==> src/rtl/types.sv <==
// Line-state types shared by the USB low-speed transmit and receive paths.
// RX_OVERSAMPLE fixes the receive oversampling ratio.
package types;

   typedef struct packed {
      logic dp;
      logic dm;
   } d_port_t;

   // Low speed: J is D- high, K is D+ high
   localparam d_port_t D_SE0 = 2'b00;
   localparam d_port_t D_J   = 2'b01;
   localparam d_port_t D_K   = 2'b10;
   localparam d_port_t D_SE1 = 2'b11;

   localparam int RX_OVERSAMPLE = 4;

   typedef enum logic [1:0] {
      LS_SE0,
      LS_J,
      LS_K,
      LS_SE1
   } line_t;

endpackage

==> src/rtl/usb_dpll.sv <==
// Bit clock recovery and line decode for the USB receiver.
// Define USB_RX_SYNC_EN to add a 2-flop synchronizer on D+/D-.
module usb_dpll
   import types::*;
(
   input  logic    clk_i,
   input  logic    reset_i,
   input  d_port_t d_i,
   output logic    strobe_o,
   output line_t   line_o
);

   localparam logic [1:0] PH_MID = 2'(RX_OVERSAMPLE / 2);

   d_port_t    s;
   d_port_t    s_q;
   logic [1:0] phase_q;
   logic [1:0] phase_d;

`ifdef USB_RX_SYNC_EN
   d_port_t m1_q;
   d_port_t m2_q;

   always_ff @(posedge clk_i) begin
      if (reset_i) begin
         m1_q <= D_J;
         m2_q <= D_J;
      end else begin
         m1_q <= d_i;
         m2_q <= m1_q;
      end
   end

   assign s = m2_q;
`else
   assign s = d_i;
`endif

   // Any edge re-centres the phase; strobe lands mid-bit
   always_comb begin
      phase_d = phase_q + 2'd1;
      if (s != s_q) phase_d = 2'd0;
   end

   always_ff @(posedge clk_i) begin
      if (reset_i) begin
         s_q     <= D_J;
         phase_q <= 2'd0;
      end else begin
         s_q     <= s;
         phase_q <= phase_d;
      end
   end

   assign strobe_o = (phase_q == PH_MID);

   always_comb begin
      line_o = LS_J;
      case (s_q)
         D_SE0:   line_o = LS_SE0;
         D_K:     line_o = LS_K;
         D_SE1:   line_o = LS_SE1;
         default: line_o = LS_J;
      endcase
   end

endmodule

==> src/rtl/usb_rx.sv <==
// Low-speed USB receiver: SYNC detect, NRZI decode, unstuffing, bytes to SIE.
// USB_RX_SYNC_EN (in usb_dpll) selects a synchronized input path.
module usb_rx
   import types::*;
(
   input  logic       clk,
   input  logic       reset,
   input  d_port_t    d_i,
   output logic [7:0] data,
   output logic       valid,
   output logic       active,
   output logic       eop,
   output logic       error
);

   localparam logic [2:0] ST_RESET = 3'd0;
   localparam logic [2:0] ST_WAIT  = 3'd1;
   localparam logic [2:0] ST_SYNC  = 3'd2;
   localparam logic [2:0] ST_DATA  = 3'd3;
   localparam logic [2:0] ST_EOP   = 3'd4;
   localparam logic [2:0] ST_ABORT = 3'd5;

   logic  strobe;
   line_t line;

   logic [2:0] state_q, state_d;
   line_t      prev_q, prev_d;
   logic [1:0] zcnt_q, zcnt_d;
   logic [2:0] bcnt_q, bcnt_d;
   logic [2:0] ones_q, ones_d;
   logic [6:0] sr_q, sr_d;
   logic [7:0] data_q, data_d;
   logic       valid_q, valid_d;
   logic       eop_q, eop_d;
   logic       err_q, err_d;
   logic       se0_q, se0_d;
   logic       nrzi;

   usb_dpll u_dpll (
      .clk_i    (clk),
      .reset_i  (reset),
      .d_i      (d_i),
      .strobe_o (strobe),
      .line_o   (line)
   );

   assign nrzi = (line == prev_q);

   always_comb begin
      state_d = state_q;
      prev_d  = prev_q;
      zcnt_d  = zcnt_q;
      bcnt_d  = bcnt_q;
      ones_d  = ones_q;
      sr_d    = sr_q;
      data_d  = data_q;
      valid_d = 1'b0;
      eop_d   = 1'b0;
      err_d   = 1'b0;
      se0_d   = se0_q;
      if (state_q == ST_RESET) begin
         state_d = ST_WAIT;
         prev_d  = LS_J;
      end else if (strobe) begin
         case (state_q)
            ST_WAIT: begin
               prev_d = LS_J;
               zcnt_d = 2'd0;
               if (line == LS_K) begin
                  state_d = ST_SYNC;
                  prev_d  = LS_K;
                  zcnt_d  = 2'd1;
               end
            end
            ST_SYNC: begin
               if (line == LS_SE0 || line == LS_SE1) begin
                  state_d = ST_WAIT;
               end else begin
                  prev_d = line;
                  if (!nrzi) begin
                     if (zcnt_q != 2'd3) zcnt_d = zcnt_q + 2'd1;
                  end else if (zcnt_q == 2'd3) begin
                     state_d = ST_DATA;
                     bcnt_d  = 3'd0;
                     ones_d  = 3'd0;
                  end else begin
                     state_d = ST_WAIT;
                  end
               end
            end
            ST_DATA: begin
               if (line == LS_SE0) begin
                  state_d = ST_EOP;
               end else if (line == LS_SE1) begin
                  state_d = ST_ABORT;
                  err_d   = 1'b1;
                  se0_d   = 1'b0;
               end else begin
                  prev_d = line;
                  // After six 1s the next bit is a stuffed 0
                  if (ones_q == 3'd6) begin
                     ones_d = 3'd0;
                     if (nrzi) begin
                        state_d = ST_ABORT;
                        err_d   = 1'b1;
                        se0_d   = 1'b0;
                     end
                  end else begin
                     sr_d   = {nrzi, sr_q[6:1]};
                     bcnt_d = bcnt_q + 3'd1;
                     ones_d = nrzi ? ones_q + 3'd1 : 3'd0;
                     if (bcnt_q == 3'd7) begin
                        data_d  = {nrzi, sr_q};
                        valid_d = 1'b1;
                     end
                  end
               end
            end
            ST_EOP: begin
               if (line == LS_J) begin
                  state_d = ST_WAIT;
                  eop_d   = 1'b1;
                  err_d   = (bcnt_q != 3'd0);
               end else if (line != LS_SE0) begin
                  state_d = ST_ABORT;
                  err_d   = 1'b1;
                  se0_d   = 1'b0;
               end
            end
            ST_ABORT: begin
               if (line == LS_SE0) se0_d = 1'b1;
               else if (line == LS_J && se0_q) state_d = ST_WAIT;
               else se0_d = 1'b0;
            end
            default: state_d = ST_RESET;
         endcase
      end
   end

   always_ff @(posedge clk) begin
      if (reset) begin
         state_q <= ST_RESET;
         prev_q  <= LS_J;
         zcnt_q  <= 2'd0;
         bcnt_q  <= 3'd0;
         ones_q  <= 3'd0;
         sr_q    <= 7'd0;
         data_q  <= 8'h00;
         valid_q <= 1'b0;
         eop_q   <= 1'b0;
         err_q   <= 1'b0;
         se0_q   <= 1'b0;
      end else begin
         state_q <= state_d;
         prev_q  <= prev_d;
         zcnt_q  <= zcnt_d;
         bcnt_q  <= bcnt_d;
         ones_q  <= ones_d;
         sr_q    <= sr_d;
         data_q  <= data_d;
         valid_q <= valid_d;
         eop_q   <= eop_d;
         err_q   <= err_d;
         se0_q   <= se0_d;
      end
   end

   assign data   = data_q;
   assign valid  = valid_q;
   assign eop    = eop_q;
   assign error  = err_q;
   assign active = (state_q == ST_DATA) || (state_q == ST_EOP);

endmodule
==> config.mk <==
export PLATFORM = sky130hd
export DESIGN_NAME = usb_rx
export DESIGN_NICKNAME = d
export VERILOG_FILES = /design/src/rtl/types.sv /design/src/rtl/usb_dpll.sv /design/src/rtl/usb_rx.sv
export SDC_FILE = /design/constraint.sdc
export NUM_CORES = 1
export LEC_CHECK = 0
export CAP_MARGIN = 20
export CORE_MARGIN = 10
export CORE_UTILIZATION = 58
export DETAILED_ROUTE_END_ITERATION = 8
export GPL_ROUTABILITY_DRIVEN = 0
export PLACE_DENSITY = 0.81
export RECOVER_POWER = 50
export SYNTH_ARGS = -nofsm -noshare
export SYNTH_HDL_FRONTEND = slang
export SYNTH_SLANG_ARGS = --single-unit
==> constraint.sdc <==
create_clock -name clk -period 2.4 [get_ports clk]
set_input_delay 0.36 -clock clk [delete_from_list [all_inputs] [get_ports clk]]
set_output_delay 0.36 -clock clk [all_outputs]
set_load 0.03 [all_outputs]
==> insert_results.sql <==
INSERT INTO impl_metrics (metric_group, metric, value, unit) VALUES
('die', 'total_die_area', '6472', 'um^2'),
('layout', 'stdcell_area', '2346', 'um^2'),
('clock_network', 'cts.repair_timing.setup_buffer_count', '0', ''),
('routing', 'dr.pass1.iters', '4', ''),
('die', 'top_level_ports', '16', ''),
('grt', 'grt_overflow', '0', ''),
('critical_path', 'path_buf_inv', '1', ''),
('clock_network', 'cts_hold_buf', '0', ''),
('sta', 'clock_skew', '2.321', 'ps'),
('layout', 'layoutNonFillerInstCount', '304', ''),
('clock_network', 'worstSkewPairLatency', '280', 'ps'),
('routing', 'post_dr_vias_cell', '5.885', ''),
('critical_path', 'required', '2040', 'ps'),
('sta', 'rsz0062_at_grt', 'false', ''),
('power_and_ir_drop', 'netSwitchingFraction', '24.72', '%'),
('synthesis', 'syn_nets', '265', ''),
('die', 'rows', '21', ''),
('hold_path', 'holdCritPathClass', 'flip-flop to flip-flop', ''),
('layout', 'fillers', '291', ''),
('sta', 'slew_headroom', '50.27', '%'),
('synthesis', 'post_synthesis_cell_type_with_the_largest_combined_area', 'sky130_fd_sc_hd__dfxtp_1', ''),
('routing', 'ant_nets', '0', ''),
('synthesis', 'synth_async_sr_flop_share', '0', '%'),
('place', 'hpwl', '3.253', 'mm'),
('clock_network', 'clk_path_buf_depth', '2', ''),
('sta', 'final_min_period', '2265', 'ps'),
('clock_network', 'clock-root-buffer', 'sky130_fd_sc_hd__clkbuf_8', ''),
('grt', 'antenna_found_initial', '0', ''),
('layout', 'proportion_of_layout_cells_with_a_drive_suffix_above_1', '10.08', '%'),
('grt', 'grt_max_degree', '38', ''),
('layout', 'area.growth.synth_to_final', '10.68', '%'),
('place', 'detailed_place.area', '2250', 'um^2'),
('sta', 'max_freq', '441.5', 'MHz'),
('power_and_ir_drop', 'power.share.sequential', '49.2', '%'),
('sta', 'finalHoldViolations', '0', ''),
('grt', 'track_usage', '14.73', '%'),
('synthesis', 'synth_top_cell_area_share', '34.00', '%'),
('layout', 'num-nets-final', '275', ''),
('critical_path', 'critical-path-max-stage-delay', '660', 'ps'),
('synthesis', 'yosys.cell_count.top_type', 'sky130_fd_sc_hd__dfxtp_1', ''),
('power_and_ir_drop', 'clock_power_share', '39.5', '%'),
('synthesis', 'synth_seq_area_share', '34.00', '%'),
('power_and_ir_drop', 'internal-power', '0.9773', 'mW'),
('place', 'dpl.cell_count', '296', ''),
('clock_network', 'cts_made_buffers', '5', ''),
('layout', 'n_antenna_cell', '0', ''),
('critical_path', 'timing.critical_path.cells', 'nor2b_1, nand2_1, nand2_1, clkdlybuf4s50_1', ''),
('critical_path', 'timing.critical_path.arrival', '1900', 'ps'),
('critical_path', 'path_max_fanout', '15', ''),
('die', 'core_area', '3442', 'um^2'),
('synthesis', 'synth.top_cells.by_area', 'sky130_fd_sc_hd__dfxtp_1 (34%), sky130_fd_sc_hd__ha_1 (8.3%), sky130_fd_sc_hd__nand2_1 (6.2%)', ''),
('critical_path', 'slowest_stage', 'sky130_fd_sc_hd__clkdlybuf4s50_1', ''),
('die', 'die_height', '80.45', 'um'),
('layout', 'area_of_the_multi_input_gates', '1239', 'um^2'),
('routing', 'drt_iter0_markers', '211', ''),
('grt', 'grt_first_pass_wirelength', '7.728', 'mm'),
('power_and_ir_drop', 'power-per-cell-area', '553.4', 'nW/um^2'),
('synthesis', 'synth.distinct_cells', '58', ''),
('sta', 'slew_violations', '0', ''),
('synthesis', 'synthesis.instances', '247', ''),
('routing', 'post-route-drc-count', '0', ''),
('clock_network', 'tritoncts', 'built', ''),
('sta', 'worst-slew-pin-transition', '745.9', 'ps'),
('sta', 'final.period_utilization', '94.37', '%'),
('sta', 'final.hold.worst_slack', '417.3', 'ps'),
('die', 'die_w', '80.45', 'um'),
('power_and_ir_drop', 'pwr-share-comb', '11.2', '%'),
('power_and_ir_drop', 'p_switching', '0.3209', 'mW'),
('outcome', 'status', 'finished, final reports clean', ''),
('routing', 'wire_per_inst', '14.73', 'um'),
('job', 'maxCapViolations', '0', '');
registers in the layout (all words and copies together), names as in the netlist, 2 cells and up:
register / flops
data: 8
sr_q: 7
bcnt_q: 3
ones_q: 3
state_q: 3
prev_q: 2
u_dpll.phase_q: 2
u_dpll.s_q: 2
zcnt_q: 2
routing by layer:
| layer | up-vias | share of wire (%) | GRT usage [%] |
|---|---|---|---|
| met1 | 834 | 46 | 19.61 |
| li1 | 883 | - | - |
| met5 | - | 0 | 0 |
| met4 | 0 | 0.74 | 5.106 |
| met2 | 68 | 46 | 22.69 |
| met3 | 4 | 7.3 | 3.229 |
path summary, 6_finish.rpt:
check / endpoint / cells after the start / from / slack (ps)
max: active / 4 / state_q[1] / 140
min: u_dpll.phase_q[0] / 1 / u_dpll.phase_q[0] / 420
max reg2reg: se0_q / 7 / u_dpll.s_q[1] / 200
min reg2reg: u_dpll.phase_q[0] / 1 / u_dpll.phase_q[0] / 420
placed cells by master (no fill, tap or decap), types with 4 or more instances in the layout:
master / Yosys / layout
sky130_fd_sc_hd__dfxtp_1: 36 / 34
sky130_fd_sc_hd__nand2_1: 35 / 35
sky130_fd_sc_hd__nand3_1: 8 / 8
sky130_fd_sc_hd__mux2i_1: 10 / 10
sky130_fd_sc_hd__dlygate4sd3_1: 0 / 12
sky130_fd_sc_hd__a21oi_1: 18 / 18
sky130_fd_sc_hd__ha_1: 14 / 14
sky130_fd_sc_hd__inv_1: 12 / 12
sky130_fd_sc_hd__o21ai_0: 6 / 6
sky130_fd_sc_hd__nor2b_1: 4 / 4
sky130_fd_sc_hd__clkbuf_8: 0 / 5
sky130_fd_sc_hd__nor2_1: 20 / 20
what timing repair did:
action,CTS,global route
pin swaps,0,0
gates resized for setup,1,1
endpoints found under the setup margin,1,1
cell type report:
| class | instances | area share [%] |
|---|---|---|
| Clock buffer | 6 | 3.093 |
| Inverter | 13 | 2.080 |
| Timing Repair Buffer | 18 | 7.253 |
| Clock inverter | 2 | 1.493 |
| Multi-Input combinational cell | 183 | 52.80 |
| Sequential cell | 36 | 30.83 |
| Tap cell | 46 | 2.453 |
per-stage QoR:
step           power (mW)  setup slack, ps
2_1_floorplan      0.7787            510.6
3_3_place_gp       0.7943            329.3
3_5_place_dp       0.7981            266.4
4_1_cts             1.309            82.91
5_1_grt             1.363            14.66
6_report            1.298            135.1
power by group through the flow:
stage	clock [mW]	combinational, mW	sequential (mW)
3_5_place_dp	0	0.148	0.650
3_3_place_gp	0	0.146	0.648
5_1_grt	0.557	0.164	0.642
2_1_floorplan	0	0.155	0.624
4_1_cts	0.525	0.149	0.636
6_report	0.513	0.146	0.639
kinds of logic after synthesis:
group	after synthesis	synth area share, %
compound gates	55	19.01
xor+xnor	4	2.008
fa+ha+maj	14	8.265
buf+inv	28	7.024
flops	36	34.00
mux	11	5.254
simple gates	99	24.44
No activity file was read; power rests on OpenSTA's default activity.
